`src/rtl/mm_sched_pkg.sv`:
```
// Shared types for the mm_main tile scheduler: FSM states, instruction field layout,
// decoded instruction struct and response codes.
package mm_sched_pkg;

    typedef enum logic [2:0] {
        S_IDLE,
        S_LOAD,
        S_ISSUE,
        S_WAIT,
        S_NEXT,
        S_RESP
    } state_t;

    localparam int W_LSB    = 0;
    localparam int W_W      = 13;
    localparam int IN_LSB   = 13;
    localparam int IN_W     = 11;
    localparam int OUT_LSB  = 24;
    localparam int OUT_W    = 11;
    localparam int BIAS_LSB = 35;
    localparam int BIAS_W   = 9;
    localparam int CI_LSB   = 44;
    localparam int CO_LSB   = 52;
    localparam int FEAT_W   = 8;
    localparam int N_LSB    = 60;
    localparam int N_W      = 16;
    localparam int R_BIT    = 76;
    localparam int A_BIT    = 77;
    localparam int B_BIT    = 78;
    localparam int USED_W   = 79;

    localparam logic [1:0] ERR_OK      = 2'd0;
    localparam logic [1:0] ERR_BAD     = 2'd1;
    localparam logic [1:0] ERR_TIMEOUT = 2'd2;

    typedef struct packed {
        logic [12:0] w;
        logic [10:0] in_addr;
        logic [10:0] out_addr;
        logic [8:0]  bias;
        logic [7:0]  ci;
        logic [7:0]  co;
        logic [15:0] n;
        logic        r;
        logic        a;
        logic        b;
    } instr_t;

    function automatic logic [15:0] tile_size(input logic [15:0] rem, input logic [15:0] max_n);
        return (rem > max_n) ? max_n : rem;
    endfunction

endpackage

```
`src/rtl/mm_tile_scheduler_if.sv`:
```
// Instruction-in / response-out handshake bundle between the fetch FIFO side and the scheduler.
interface mm_tile_scheduler_if #(
    parameter int INSTR_W = 96
) ();
    logic               instr_valid;
    logic               instr_ready;
    logic [INSTR_W-1:0] instr_data;
    logic               resp_valid;
    logic               resp_ready;
    logic [1:0]         resp_err;
    logic [15:0]        resp_tiles;

    modport master (
        output instr_valid, instr_data, resp_ready,
        input  instr_ready, resp_valid, resp_err, resp_tiles
    );

    modport slave (
        input  instr_valid, instr_data, resp_ready,
        output instr_ready, resp_valid, resp_err, resp_tiles
    );
endinterface

```
`src/rtl/mm_instr_decode.sv`:
```
// Splits an MM instruction word into its fields and flags words with a zero Ci, Co or N.
module mm_instr_decode
    import mm_sched_pkg::*;
#(
    parameter int INSTR_W = 96
) (
    input  logic [INSTR_W-1:0] instr_data,
    output instr_t             fields,
    output logic               ok
);
    // Upper bits are reserved and deliberately ignored.
    logic unused_reserved;
    assign unused_reserved = ^instr_data[INSTR_W-1:USED_W];

    always_comb begin
        fields          = '0;
        fields.w        = instr_data[W_LSB +: W_W];
        fields.in_addr  = instr_data[IN_LSB +: IN_W];
        fields.out_addr = instr_data[OUT_LSB +: OUT_W];
        fields.bias     = instr_data[BIAS_LSB +: BIAS_W];
        fields.ci       = instr_data[CI_LSB +: FEAT_W];
        fields.co       = instr_data[CO_LSB +: FEAT_W];
        fields.n        = instr_data[N_LSB +: N_W];
        fields.r        = instr_data[R_BIT];
        fields.a        = instr_data[A_BIT];
        fields.b        = instr_data[B_BIT];
    end

    assign ok = (fields.ci != '0) && (fields.co != '0) && (fields.n != '0);
endmodule

```
`src/rtl/mm_tile_scheduler.sv`:
```
// Turns MM instructions into a sequence of mm_main launches of at most MAX_TILE_N nodes,
// advancing input/output buffer addresses per tile, with a per-tile done watchdog.
//
// state | meaning
// IDLE  | ready for an instruction
// LOAD  | validate captured instruction, set up strides and first tile
// ISSUE | one-cycle start pulse to mm_main, arm watchdog
// WAIT  | wait for mm_done or watchdog expiry
// NEXT  | advance buffer addresses, size the next tile
// RESP  | present response until accepted
module mm_tile_scheduler
    import mm_sched_pkg::*;
#(
    parameter int INSTR_W     = 96,
    parameter int MAX_TILE_N  = 64,
    parameter int TIMEOUT_CYC = 1 << 20
) (
    input  logic                clk,
    input  logic                rstn,
    mm_tile_scheduler_if.slave  bus,
    output logic                mm_start_valid,
    output logic [12:0]         mm_weight_start_addr,
    output logic [10:0]         mm_input_start_addr,
    output logic [10:0]         mm_output_start_addr,
    output logic [8:0]          mm_bias_start_addr,
    output logic [7:0]          mm_input_addr_per_feature,
    output logic [7:0]          mm_output_addr_per_feature,
    output logic [15:0]         mm_number_of_node,
    output logic                mm_r,
    output logic                mm_a,
    output logic                mm_b,
    input  logic                mm_done,
    output logic                busy
);
    localparam int              WD_W    = $clog2(TIMEOUT_CYC + 1);
    localparam logic [15:0]     MAX_N   = 16'(MAX_TILE_N);
    localparam logic [WD_W-1:0] WD_LOAD = WD_W'(TIMEOUT_CYC - 1);

    state_t          state_q, state_d;
    instr_t          dec, cfg_q;
    logic            dec_ok, bad_q;
    logic [15:0]     remaining_q, tile_n_q, tiles_q;
    logic [10:0]     in_addr_q, out_addr_q, in_stride_q, out_stride_q;
    logic [1:0]      err_q;
    logic [WD_W-1:0] wd_q;

    mm_instr_decode #(.INSTR_W(INSTR_W)) u_decode (
        .instr_data (bus.instr_data),
        .fields     (dec),
        .ok         (dec_ok)
    );

    always_ff @(posedge clk) begin
        if (!rstn) state_q <= S_IDLE;
        else       state_q <= state_d;
    end

    always_comb begin
        state_d         = state_q;
        bus.instr_ready = rstn && (state_q == S_IDLE);
        bus.resp_valid  = (state_q == S_RESP);
        mm_start_valid  = (state_q == S_ISSUE);
        busy            = (state_q != S_IDLE);
        case (state_q)
            S_IDLE:  if (bus.instr_valid) state_d = S_LOAD;
            S_LOAD:  state_d = bad_q ? S_RESP : S_ISSUE;
            S_ISSUE: state_d = S_WAIT;
            S_WAIT: begin
                // A done arriving together with watchdog expiry still counts.
                if (mm_done)          state_d = (remaining_q == tile_n_q) ? S_RESP : S_NEXT;
                else if (wd_q == '0)  state_d = S_RESP;
            end
            S_NEXT:  state_d = S_ISSUE;
            S_RESP:  if (bus.resp_ready) state_d = S_IDLE;
            default: state_d = S_IDLE;
        endcase
    end

    always_ff @(posedge clk) begin
        if (!rstn) begin
            cfg_q        <= '0;
            bad_q        <= 1'b0;
            remaining_q  <= '0;
            tile_n_q     <= '0;
            tiles_q      <= '0;
            in_addr_q    <= '0;
            out_addr_q   <= '0;
            in_stride_q  <= '0;
            out_stride_q <= '0;
            err_q        <= ERR_OK;
            wd_q         <= '0;
        end else begin
            case (state_q)
                S_IDLE: begin
                    if (bus.instr_valid) begin
                        cfg_q   <= dec;
                        bad_q   <= !dec_ok;
                        tiles_q <= '0;
                        err_q   <= ERR_OK;
                    end
                end
                S_LOAD: begin
                    if (bad_q) begin
                        err_q <= ERR_BAD;
                    end else begin
                        remaining_q  <= cfg_q.n;
                        tile_n_q     <= tile_size(cfg_q.n, MAX_N);
                        in_addr_q    <= cfg_q.in_addr;
                        out_addr_q   <= cfg_q.out_addr;
                        in_stride_q  <= 11'(MAX_N * 16'(cfg_q.ci));
                        out_stride_q <= 11'(MAX_N * 16'(cfg_q.co));
                    end
                end
                S_ISSUE: wd_q <= WD_LOAD;
                S_WAIT: begin
                    if (mm_done) begin
                        remaining_q <= remaining_q - tile_n_q;
                        tiles_q     <= tiles_q + 16'd1;
                    end else if (wd_q == '0) begin
                        err_q <= ERR_TIMEOUT;
                    end else begin
                        wd_q <= wd_q - 1'b1;
                    end
                end
                S_NEXT: begin
                    in_addr_q  <= in_addr_q + in_stride_q;
                    out_addr_q <= out_addr_q + out_stride_q;
                    tile_n_q   <= tile_size(remaining_q, MAX_N);
                end
                default: ;
            endcase
        end
    end

    assign bus.resp_err               = err_q;
    assign bus.resp_tiles             = tiles_q;
    assign mm_weight_start_addr       = cfg_q.w;
    assign mm_input_start_addr        = in_addr_q;
    assign mm_output_start_addr       = out_addr_q;
    assign mm_bias_start_addr         = cfg_q.bias;
    assign mm_input_addr_per_feature  = cfg_q.ci;
    assign mm_output_addr_per_feature = cfg_q.co;
    assign mm_number_of_node          = tile_n_q;
    assign mm_r                       = cfg_q.r;
    assign mm_a                       = cfg_q.a;
    assign mm_b                       = cfg_q.b;
endmodule
```
`src/flat_wrapper.sv`:
```
// flat-port wrapper written by rule: the top's interface ports become plain ports
module mm_tile_scheduler_flat import mm_sched_pkg::*;
#(
    parameter int INSTR_W     = 96,
    parameter int MAX_TILE_N  = 64,
    parameter int TIMEOUT_CYC = 1 << 20
)
  (clk, rstn, mm_start_valid, mm_weight_start_addr, mm_input_start_addr, mm_output_start_addr, mm_bias_start_addr, mm_input_addr_per_feature, mm_output_addr_per_feature, mm_number_of_node, mm_r, mm_a, mm_b, mm_done, busy, bus_instr_valid, bus_instr_data, bus_resp_ready, bus_instr_ready, bus_resp_valid, bus_resp_err, bus_resp_tiles);
  mm_tile_scheduler_if #(.INSTR_W(INSTR_W)) bus_i ();
  input  logic clk;
  input  logic rstn;
  output logic mm_start_valid;
  output logic [12:0] mm_weight_start_addr;
  output logic [10:0] mm_input_start_addr;
  output logic [10:0] mm_output_start_addr;
  output logic [8:0] mm_bias_start_addr;
  output logic [7:0] mm_input_addr_per_feature;
  output logic [7:0] mm_output_addr_per_feature;
  output logic [15:0] mm_number_of_node;
  output logic mm_r;
  output logic mm_a;
  output logic mm_b;
  input  logic mm_done;
  output logic busy;
  input wire logic [$bits(bus_i.instr_valid)-1:0] bus_instr_valid;
  input wire logic [$bits(bus_i.instr_data)-1:0] bus_instr_data;
  input wire logic [$bits(bus_i.resp_ready)-1:0] bus_resp_ready;
  output wire logic [$bits(bus_i.instr_ready)-1:0] bus_instr_ready;
  output wire logic [$bits(bus_i.resp_valid)-1:0] bus_resp_valid;
  output wire logic [$bits(bus_i.resp_err)-1:0] bus_resp_err;
  output wire logic [$bits(bus_i.resp_tiles)-1:0] bus_resp_tiles;
  assign bus_i.instr_valid = bus_instr_valid;
  assign bus_i.instr_data = bus_instr_data;
  assign bus_i.resp_ready = bus_resp_ready;
  assign bus_instr_ready = bus_i.instr_ready;
  assign bus_resp_valid = bus_i.resp_valid;
  assign bus_resp_err = bus_i.resp_err;
  assign bus_resp_tiles = bus_i.resp_tiles;
  mm_tile_scheduler #(.INSTR_W(INSTR_W), .MAX_TILE_N(MAX_TILE_N), .TIMEOUT_CYC(TIMEOUT_CYC)) u_core (.clk(clk), .rstn(rstn), .bus(bus_i), .mm_start_valid(mm_start_valid), .mm_weight_start_addr(mm_weight_start_addr), .mm_input_start_addr(mm_input_start_addr), .mm_output_start_addr(mm_output_start_addr), .mm_bias_start_addr(mm_bias_start_addr), .mm_input_addr_per_feature(mm_input_addr_per_feature), .mm_output_addr_per_feature(mm_output_addr_per_feature), .mm_number_of_node(mm_number_of_node), .mm_r(mm_r), .mm_a(mm_a), .mm_b(mm_b), .mm_done(mm_done), .busy(busy));
endmodule
```
`config.mk`:
```
export PLATFORM = sky130hd
export DESIGN_NAME = mm_tile_scheduler_flat
export DESIGN_NICKNAME = d
export VERILOG_FILES = /design/src/rtl/mm_sched_pkg.sv /design/src/rtl/mm_tile_scheduler_if.sv /design/src/rtl/mm_instr_decode.sv /design/src/rtl/mm_tile_scheduler.sv /design/src/flat_wrapper.sv
export SDC_FILE = /design/constraint.sdc
export NUM_CORES = 1
export LEC_CHECK = 0
export CAP_MARGIN = 0
export CORE_MARGIN = 2
export CORE_UTILIZATION = 40
export DETAILED_ROUTE_END_ITERATION = 8
export GPL_TIMING_DRIVEN = 1
export HOLD_SLACK_MARGIN = 0.12
export PLACE_DENSITY = 0.66
export SETUP_SLACK_MARGIN = 0.3
export SYNTH_ARGS = -nofsm -noshare
export SYNTH_HDL_FRONTEND = slang
export SYNTH_SLANG_ARGS = --single-unit
```
`constraint.sdc`:
```
create_clock -name clk -period 7.3 [get_ports clk]
set_input_delay 2.19 -clock clk [delete_from_list [all_inputs] [get_ports clk]]
set_output_delay 2.19 -clock clk [all_outputs]
set_load 0.02 [all_outputs]
```
-- After elaboration in Yosys (flattened, before gate mapping)
Cells that the tools add are included.
- logic and storage cells: 96
- input port bits: 101
- output and inout port bits: 101
- register bits: 186
- muxes and demuxes: 29
- eq/ne operators: 15
- reductions and logical operators: 23
- order comparisons: 2
- bitwise operators: 1
- add/subtract/negate cells: 5
- operators with widths (kind ; count):
    $mux W16 ; 7
    $pmux W16 S2 ; 3
    $pmux W11 S2 ; 2
    $mux W21 ; 2
    $pmux W21 S2 ; 1
    $gt A16 B7 Y1 const B ; 2
    $add A11 B11 Y11 ; 2
    $mux W11 ; 2
    $logic_not A21 Y1 ; 1
    $sub A21 B1 Y21 const B ; 1
    $pmux W3 S6 ; 1
    $add A16 B1 Y16 const B ; 1
    $eq A16 B16 Y1 ; 1
    $reduce_bool A16 Y1 ; 1
    $reduce_bool A8 Y1 ; 2
    $sub A16 B16 Y16 ; 1
    $mux W3 ; 5
    $ne A2 B2 Y1 const B ; 6
    $reduce_and A3 Y1 ; 4
    $mux W2 ; 4
    $reduce_bool A2 Y1 ; 4
    $eq A3 B2 Y1 const B ; 2
    $eq A3 B3 Y1 const B ; 2
    $pmux W2 S3 ; 1
    11 further kinds ; 17

-- Depth between registers and ports, before layout
Gate-level depths: netlist of the first run.
- word-level depth: 4
- mapped depth: 10
- gate-level depth less buffers: 9

-- Hierarchy
From an unflattened synthesis of the first run, not the netlist that was laid out.
- cell total of the unflattened synthesis: 1167
- area total of the unflattened synthesis: 9221.3 sq um
- by module, submodules not included (module ; instances ; seq. area each (sq um) ; cells an instance ; area each (sq um)):
    mm_tile_scheduler ; 1 ; 3723.6 ; 1076 ; 8552.0
    mm_instr_decode ; 1 ; 0.0 ; 91 ; 669.4

-- Worst setup path before layout of the first run
OpenSTA, ideal clock, no wires.
- path type: in2out
- start: input rstn
- end: output bus_instr_ready
- cell stages on the path: 5
- setup slack: 1.926 ns
- arrival time: 3.184 ns
- path buffers: 3
- required time: 5.110 ns
- cells stage by stage: clkbuf_1 inv_2 clkbuf_1 clkbuf_1 nor2_1
- longest elaborated chain between the ends: 1
- RTL lines (element ; RTL line ; source):
    from (decl) ; flat_wrapper.sv:11 ; input logic rstn;
    $logic_and A1 B1 Y1 ; mm_tile_scheduler.sv:60 ; bus.instr_ready = rstn && (state_q == S_IDLE);
    to (decl) ; flat_wrapper.sv:28 ; output wire logic [$bits(bus_i.instr_ready)-1:0] bus_instr_ready;
Every way passes these cells.

-- Worst setup path in the final report of the first run
Ends and elaborated chain as after synthesis.

==> metrics, run 1 <==
sequential element share of the synthesized area 41.5%; Setup TNS 0 ps; DR iter-0 viols 557; P&R area growth vs syn 25.5%; critical path capture point type primary output; Hold WC Path Type reg -> reg; Core Area roughly 22000 sq um; sw frac a little under two fifths; Post-Syn Area between 8000 and 9000 sq um; crit-path leading delay family buffers and inverters; fin crit share 80.3%; Reg clk slew, reported paths ~80 ps; largest net degree at the start of global routing 110; htree depth 4; gpl congestion 0.850; Hold Vio Cnt, Final 0; Final Max Slew Viols 0; total power approximately 3.6 mW; DP Area 10700 sq um; Layout fillers about 2100; Worst Path Arrival 3670 ps; GR Util All Layers between 10% and 20%; CP Cell Sequence clkdlybuf4s50_1 -> inv_4 -> nor2_1 -> clkdlybuf4s50_1; Max Clk Rate approximately 170 MHz; register bit total from synthesis around 190; Ports around 200; CP peak stage delay 620 ps; Final HPWL DP around 16 mm; Antenna Nets Post-Route 0; syn_area_per_cell roughly 8.0 sq um; die footprint between 20000 and 25000 sq um; Stages on worst setup path 4; outcome finished, final reports clean; multi-input logic area around 4600 sq um; DRT Wirelength 23.6 mm; number of port buffers 184; Clock Sinks approximately 190; kind of critical path in -> out; Synth top area share 41.5%; most common cell after layout, fill and taps aside nand2_1; antenna violations before repair 0; leading area contributor after synthesis dfxtp_1; syn_nets about 1200; post-layout minimum cycle time 5860 ps; root buffer cell clkbuf_16; warnings from Yosys 0; clock network power share approximately a quarter; crit path capture bus_instr_ready; clk_lat worst skew roughly 430 ps; Unique masters post-synth 76; crit-path max FO 34; buffer count from post-CTS setup fixing 0; sequential cell area 3720 sq um; share of post-route cells with drive strength above 1 a little under 5%; Final WS setup roughly 1400 ps; Setup WS pre-CTS around 1400 ps; drt wl/cell 15.6 microns; crit path launch rstn; Finished Layout Cells roughly 1500; leakage power 4.13 nW; slew margin rel. 19.9%; first-pass GRT wire length 38.9 mm; post-CTS sizing 0; Rows 54; Top FF cell, synth dfxtp_1; DRT Pass-1 Iters 6; setup violation total in the final timing report 0; Max VDD drop between 0.15 and 0.2 mV; Die Y between 150 and 200 microns; Initial Util around 40%; Seq pwr share 36.0%; Crit-path slowest cell clkdlybuf4s50_1; DR DRC count 0; r2r worst-path depth 7; Pint approximately 2.2 mW; RR Startpoint u_core.state_q[0]; most frequent cells in the layout nand2_1 (261), dfxtp_1 (186), clkdlybuf4s50_1 (184), a21oi_1 (138), nor2_1 (64); RSZ-0062 raised after global routing no; Longest Clk Path Bufs 2; die width between 150 and 200 microns; Max-Cap Viols 0; CP dominant cell by count clkdlybuf4s50_1; n_diodes 0; Worst Path Buf+Inv 3; GRT overflow 0; hold_sp u_core.cfg_q[48]; Mapped Cells 1115; top cells by area, synth dfxtp_1 (42%), nand2_1 (11%), a21oi_1 (7.7%); CTS tree yes; flop-to-flop setup slack between 4000 and 5000 ps; Vias roughly 8000; final instance area ~11000 sq um; CP required 5110 ps; cts hold-fix bufs 0; cell count after placement 1481; number of global-route vias before repair 7568; number of synthesized flops with an enable pin 0; capturing point of the worst reg2reg path u_core.remaining_q[11]; Net Switching 1.37 mW; combinational fraction of design power 38.3%; asr flop ratio synth 0%; Final nets 1350; Setup Skew 13.8 ps; worst slew pin tran 1200 ps; CP Launch Type primary input; CTS buffer count 17; PwrDens between 300 and 400 nW/um^2; DR vias/cell roughly 5.3
## area by class of cell
| type | count | share of cell area [%] |
|---|---|---|
| Sequential cell | 186 | 33.1 |
| Clock buffer | 19 | 4.03 |
| Clock inverter | 12 | 1.16 |
| Multi-Input combinational cell | 793 | 40.7 |
| Tap cell | 280 | 3.11 |
| Inverter | 30 | 1.02 |
| Timing Repair Buffer | 192 | 16.9 |
## Yosys cell counts (4+ instances only)
| cell | number |
|---|---|
| xor2_1 | 25 |
| or4_1 | 5 |
| nor4_1 | 20 |
| or3_1 | 17 |
| o21ai_0 | 24 |
| nor3_1 | 15 |
| a222oi_1 | 6 |
| a21oi_1 | 138 |
| a31oi_1 | 7 |
| nand2b_1 | 5 |
| nand4b_1 | 4 |
| nand2_1 | 261 |
| nor2_1 | 64 |
| clkbuf_1 | 58 |
| dfxtp_1 | 186 |
| o31a_1 | 5 |
| a211oi_1 | 8 |
| ha_1 | 26 |
| nand4_1 | 7 |
| buf_2 | 4 |
| a22oi_1 | 4 |
| a21o_1 | 10 |
| and3_1 | 8 |
| buf_4 | 38 |
| xnor2_1 | 9 |
| inv_1 | 29 |
| buf_1 | 4 |
| o211ai_1 | 6 |
| a2111oi_0 | 6 |
| nor2b_1 | 6 |
| a221oi_1 | 6 |
| o21a_1 | 23 |
| nand3_1 | 19 |
## state kept, by name, indices dropped and copies added (netlist names), 2 cells and up
name	flops
u_core.mm_input_addr_per_feature	8
u_core.remaining_q	16
u_core.mm_weight_start_addr	13
u_core.out_stride_q	5
u_core.in_stride_q	5
u_core.mm_input_start_addr	11
u_core.bus.resp_tiles	16
u_core.mm_number_of_node	16
u_core.state_q	3
u_core.mm_output_start_addr	11
u_core.bus.resp_err	2
u_core.cfg_q	38
u_core.mm_output_addr_per_feature	8
u_core.mm_bias_start_addr	9
u_core.wd_q	21
## per-stage QoR
step / hold slack [ps] / util, %
floorplan: 432 / -
global placement: 437 / 48.7
detailed placement: 443 / 48.7
CTS: 454 / 51.4
global route: 469 / 51.4
finish: 449 / 51.4
## per-layer routing
layer	part of all wire, %	vias up	wire, microns	track usage, %
met3	6.6	23	1570	5.75
met5	0	-	0	0
met4	1.5	0	346	5.42
met2	46	199	10900	32.7
met1	46	3800	10800	25.6
li1	-	4060	-	-
## cells by family (layout without fill, tap and decap cells)
kind of cell               after synthesis  in the layout  synth area share [%]
adders and majority gates               29             29                  4.30
and+or+nand+nor                        453            453                  23.1
muxes                                    3              3                 0.349
buffers and inverters                  136            253                  7.59
xor gates and xnor gates                34             34                  3.32
DFF                                    186            186                  41.5
AOI/OAI and AO/OA                      274            274                  19.9
## worst min-delay path, stage by stage, from the launching register on
cell	delay, ps
dfxtp_1	310
nand2_1	50
a21oi_1	50
## worst min-delay path by stage
| stage | end | depth (start not counted) | slack (ps) |
|---|---|---|---|
| after detailed placement | u_core.mm_input_start_addr[3] | 2 | 440 |
| after global routing | u_core.mm_input_start_addr[3] | 2 | 470 |
| after CTS | u_core.mm_output_start_addr[4] | 2 | 450 |
| after floorplan | u_core.mm_input_start_addr[0] | 2 | 430 |
| after global placement | u_core.mm_input_start_addr[2] | 2 | 440 |
| final | u_core.mm_output_start_addr[4] | 2 | 450 |
## power by group through the flow
stage | Clock [mW] | Sequential, mW | Combinational [mW]
after floorplan | 0 | 1.29 | 1.04
after global placement | 0 | 1.31 | 1.36
after detailed placement | 0 | 1.31 | 1.37
after CTS | 0.944 | 1.29 | 1.38
after global routing | 0.982 | 1.31 | 1.53
final | 0.922 | 1.29 | 1.38
(Power assumes the default switching activity.)
==> run 2, diff against run 1 <==
==> constraint.sdc (replaced) <==
create_clock -name clk -period 5.9 [get_ports clk]
set_input_delay 1.77 -clock clk [delete_from_list [all_inputs] [get_ports clk]]
set_output_delay 1.77 -clock clk [all_outputs]
set_load 0.02 [all_outputs]
==> run 2 against run 1 <==
Effect of this change:
- setup slack got worse by 380 ps
- first-iteration DRC count decreased by 8.8%
- wire length is 1.2% higher
- design area increased by 0.12%
- die area stayed put
- clock skew down 5.5 ps
- non-clock buffer count is 1 higher
- register-to-register slack lost 1400 ps
- highest routed layer unchanged
==> metrics, run 2 (same netlist as run 1, synthesis figures left out) <==
DRT Pass-1 Iters 5 (-1); most common cell after layout, fill and taps aside nand2_1; number of port buffers 184 (unchanged); Die Y 154 microns (unchanged); Initial Util 41.0% (unchanged); crit-path max FO 2 (-94%); Max VDD drop 0.194 mV (+19%); sequential cell area 3720 sq um (unchanged); P&R area growth vs syn 25.6%; Setup TNS 0 ps (unchanged); leakage power 4.14 nW (+0.36%); number of global-route vias before repair 7625 (+0.75%); Clock Sinks 186 (unchanged); r2r worst-path depth 7 (unchanged); first-pass GRT wire length 39.0 mm (+0.26%); Max Clk Rate 206 MHz; clk_lat worst skew 440 ps (about the same); CTS buffer count 17 (unchanged); Core Area 21900 sq um (unchanged); Worst Path Arrival 3080 ps (-590 ps); antenna violations before repair 1 (+1); gpl congestion 0.853 (+0.39%); kind of critical path in -> out; slew margin rel. 36.2% (+16 points); Hold WC Path Type reg -> reg; Longest Clk Path Bufs 2 (unchanged); Rows 54 (unchanged); post-CTS sizing 0 (unchanged); Vias 8144 (+0.77%); DR DRC count 0 (unchanged); Final nets 1351 (+0.074%); DR iter-0 viols 508 (-8.8%); worst slew pin tran 953 ps (-248 ps); outcome finished, final reports clean; post-layout minimum cycle time 4850 ps; Final HPWL DP 16.1 mm (+0.31%); WL met2 11.1 mm (+1.9%); GR Util All Layers 20.0% (+0.14 points); Setup Skew 8.35 ps (-5.45 ps); root buffer cell clkbuf_16; Ports 202 (unchanged); Largest regs u_core.cfg_q (38), u_core.wd_q (21); multi-input logic area 4580 sq um (unchanged); critical path capture point type primary output; Layout fillers 2105 (-1.5%); drt wl/cell 15.8 microns (+1.0%); htree depth 4 (unchanged); Reg clk slew, reported paths 70 ps (about the same); Largest Register u_core.cfg_q; die footprint 23600 sq um (unchanged); CP Launch Type primary input; buffer count from post-CTS setup fixing 0 (unchanged); fin crit share just over 80%; die width 154 microns (unchanged); hold depth 2 (unchanged); PwrDens 397 nW/um^2 (+24%); DRT Wirelength 23.9 mm (+1.2%); CP required 4130 ps (-980 ps); setup violation total in the final timing report 0 (unchanged); Hold Vio Cnt, Final 0 (unchanged); most frequent cells in the layout nand2_1 (261), dfxtp_1 (186), clkdlybuf4s50_1 (184), a21oi_1 (138), nor2_1 (64); cts hold-fix bufs 0 (unchanged); cell count after placement 1482 (+0.068%); RSZ-0062 raised after global routing no; GRT overflow 0 (unchanged); DR vias/cell 5.38 (+0.57%); max reg flops 38 (unchanged); Max Used Layer met4; Met3 Wirelength 1.79 mm (+14%); CTS tree yes; share of post-route cells with drive strength above 1 5.11% (+0.15 points); DRT met1 WL 10.6 mm (-1.9%); Finished Layout Cells 1515 (+0.20%); largest net degree at the start of global routing 83 (-25%); Antenna Nets Post-Route 0 (unchanged); Max-Cap Viols 0 (unchanged); Final Max Slew Viols 0 (unchanged)
## run 2: worst max-delay path, stage by stage
cell             delay (ps)
clkdlybuf4s50_1         540
inv_4                    50
nor2_1                  110
clkdlybuf4s50_1         610
## run 2: per-layer routing
metal  up-vias  track usage, %
met4         0            5.33
met1      3840            25.4
met5         -               0
met3        25            6.74
li1       4061               -
met2       218            32.7
## run 2: final cells by class
class,count,area share (%)
multi-input cells,793,40.6
flip-flops and latches,186,33.1
repair buffers,193,16.9
clock buffers,17,3.78
well taps,280,3.11
clock inverters,15,1.43
inverters,30,1.02
diodes,1,0.0222
## run 2: per-stage QoR
step                power [mW]  utilization (%)  setup WS, ps  instance area, sq um  hold WS, ps
CTS                       4.51             51.5          1040                 11300          454
detailed placement        3.33             48.8          1050                 10700          443
global placement          3.31             48.8          1060                 10700          438
floorplan                 2.88                -          1370                  8970          432
finish                    4.47             51.5          1050                 11300          450
global route              4.75             51.5           997                 11300          468
## run 2: final timing paths
| path | startpoint | endpoint | slack, ps |
|---|---|---|---|
| setup reg to reg | u_core.state_q[0] | u_core.remaining_q[11] | 2900 |
| hold / removal | u_core.cfg_q[58] | u_core.mm_input_start_addr[3] | 450 |
| hold reg to reg | u_core.cfg_q[58] | u_core.mm_input_start_addr[3] | 450 |
| setup / recovery | rstn | bus_instr_ready | 1050 |
## run 2: report_power, final
group	internal (mW)	total [mW]	switching [mW]	leakage (nW)
registers	1.44	1.60	0.167	1.52
clock network	0.634	1.17	0.532	0.288
logic	0.696	1.70	1.01	2.34
total	2.77	4.47	1.71	4.14
==> run 3, diff against run 2 <==
==> constraint.sdc (replaced) <==
create_clock -name clk -period 5 [get_ports clk]
set_input_delay 1.5 -clock clk [delete_from_list [all_inputs] [get_ports clk]]
set_output_delay 1.5 -clock clk [all_outputs]
set_load 0.02 [all_outputs]
==> run 3 against run 2 <==
Effect of this change:
- sequential share of layout area about the same
- setup slack got worse by 330 ps
- combinational power increased by 18%
- clock power increased by 15%
- global-route usage increased by 0.18 points
- via count decreased by 0.32%
- critical path depth unchanged
- non-clock buffer count increased by 1
- first-iteration DRC count increased by 25%
- clock skew increased by 3.0 ps
- wire length increased by 0.36%
- die area unchanged
- critical path type unchanged
- highest routed layer unchanged
==> metrics, run 3 (same netlist as run 1, synthesis figures left out) <==
outcome finished, final reports clean; post-CTS sizing 0 (unchanged); combinational fraction of design power 38.2% (about the same); sw frac 38.5% (+0.33 points); Layout fillers 2095 (-0.48%); Longest Clk Path Bufs 2 (unchanged); GRT overflow 0 (unchanged); CTS buffer count 17 (unchanged); Final WS setup 726 ps (-328 ps); kind of critical path in -> out; clock network power share 25.6% (-0.5 points); worst slew pin tran 962 ps (+8.67 ps); met3 GRT Util 6.76% (+0.028 points); Max-Cap Viols 0 (unchanged); CP required 3500 ps (-630 ps); Antenna Nets Post-Route 0 (unchanged); DR iter-0 viols 634 (+25%); Reg clk slew, reported paths 70 ps (about the same); Hold Vio Cnt, Final 0 (unchanged); Ports 202 (unchanged); DRT Pass-1 Iters 7 (+2); Max VDD drop 0.268 mV (+38%); gpl congestion 0.854 (about the same); clk_lat worst skew 440 ps (about the same); Post-Route Utilization 51.4% (about the same); leakage power 4.13 nW (-0.25%); Pint 3.23 mW (+17%); Max Clk Rate between 200 and 250 MHz; Crit-path slowest cell clkdlybuf4s50_1; setup violation total in the final timing report 0 (unchanged); Setup Skew 11.3 ps (+2.95 ps); Vias 8118 (-0.32%); Initial Util 41.0% (unchanged); CP dominant cell by count clkdlybuf4s50_1; total power 5.25 mW (+17%); htree depth 4 (unchanged); drt wl/cell 15.8 microns (+0.36%); most frequent cells in the layout nand2_1 (261), dfxtp_1 (186), clkdlybuf4s50_1 (184), a21oi_1 (138), nor2_1 (64); met1 usage 26.1% (+0.72 points); first-pass GRT wire length 39.3 mm (+0.85%); largest net degree at the start of global routing 83 (unchanged); number of port buffers 184 (unchanged); DR vias/cell 5.36 (-0.32%); P&R area growth vs syn 25.6% (about the same); Largest Register u_core.cfg_q; DRT Wirelength 24.0 mm (+0.36%); Worst Path Buf+Inv 3 (unchanged); GR Util All Layers 20.2% (+0.18 points); Hold WC Path Type reg -> reg; Final Max Slew Viols 0 (unchanged); CP Launch Type primary input; buffer count from post-CTS setup fixing 0 (unchanged); global routing usage on met2 32.1% (-0.61 points); Net Switching 2.02 mW (+18%); root buffer cell clkbuf_16; post-layout minimum cycle time roughly 4300 ps; Rows 54 (unchanged); CP Cell Sequence clkdlybuf4s50_1 -> inv_4 -> nor2_1 -> clkdlybuf4s50_1; RSZ-0062 raised after global routing no; die width 154 microns (unchanged); most common cell after layout, fill and taps aside nand2_1; cts hold-fix bufs 0 (unchanged); slew margin rel. 35.6% (-0.58 points); die footprint 23600 sq um (unchanged); crit path launch rstn; DR DRC count 0 (unchanged); crit-path max FO 2 (unchanged); critical path capture point type primary output; hold_sp u_core.cfg_q[45]; Seq pwr share 36.2% (+0.3 points); share of post-route cells with drive strength above 1 5.02% (-0.081 points); Worst Path Arrival 2770 ps (-310 ps); crit-path leading delay family buffers and inverters; RR Startpoint u_core.state_q[0]; Final HPWL DP 16.2 mm (+0.83%); antenna violations before repair 1 (unchanged); Core Area 21900 sq um (unchanged); Setup TNS 0 ps (unchanged); CP peak stage delay 610 ps (about the same); max reg flops 38 (unchanged); Die Y 154 microns (unchanged); Clock Sinks 186 (unchanged); fin crit share between 80% and 90%; Top Usage Layer GRT met2; number of global-route vias before repair 7581 (-0.58%); Setup WS pre-CTS 719 ps (-327 ps); PwrDens 467 nW/um^2 (+18%); Final nets 1352 (+0.074%); CTS tree yes; Largest regs u_core.cfg_q (38), u_core.wd_q (21)
[run 3: cell types whose count changed in the layout (fill, tap and decap cells not counted), sizes merged]
| cell | delta |
|---|---|
| clkbuf | +2 |
| clkinv | -3 |
| buf | +1 |
| bufinv | -1 |
| clkinvlp | +1 |
[run 3: worst min-delay path, stage by stage, from the launching register on]
cell and delay, ps:
dfxtp_1 310, nand2_1 50, a21oi_1 50
[run 3: layout make-up]
cell class,instances,area [sq um],share of cell area [%]
multi-input cells,793,4580,40.7
flip-flops and latches,186,3720,33.1
repair buffers,194,1920,17.0
clock buffers,19,443,3.93
well taps,280,350,3.11
clock inverters,12,130,1.16
inverters,30,115,1.02
diodes,1,2.50,0.0222
[run 3: routing by layer]
metal,up-vias,wire [microns]
li1,4055,-
met1,3795,10700
met2,235,10900
met3,33,1880
met4,0,433
met5,-,0
[run 3: final timing paths]
| kind | cells past startpoint | slack [ps] | endpoint |
|---|---|---|---|
| setup reg to reg | 7 | 1610 | u_core.remaining_q[11] |
| hold reg to reg | 2 | 450 | u_core.mm_output_start_addr[1] |
| setup / recovery | 4 | 730 | bus_instr_ready |
| hold / removal | 2 | 450 | u_core.mm_output_start_addr[1] |
[run 3: stage by stage]
step | area (sq um) | hold slack, ps | instances
6_report | 11300 | 447 | 1515
4_1_cts | 11300 | 453 | 1514
3_5_place_dp | 10700 | 445 | 1483
5_1_grt | 11300 | 462 | 1515
2_1_floorplan | 8970 | 432 | 1115
3_3_place_gp | 10700 | 437 | 1483
[run 3: power groups by stage]
stage	Clock [mW]	Sequential (mW)	Combinational, mW
after floorplan	0	1.88	1.52
after global placement	0	1.92	1.98
after detailed placement	0	1.93	2.00
after CTS	1.37	1.90	2.01
after global routing	1.44	1.93	2.22
final	1.35	1.90	2.01
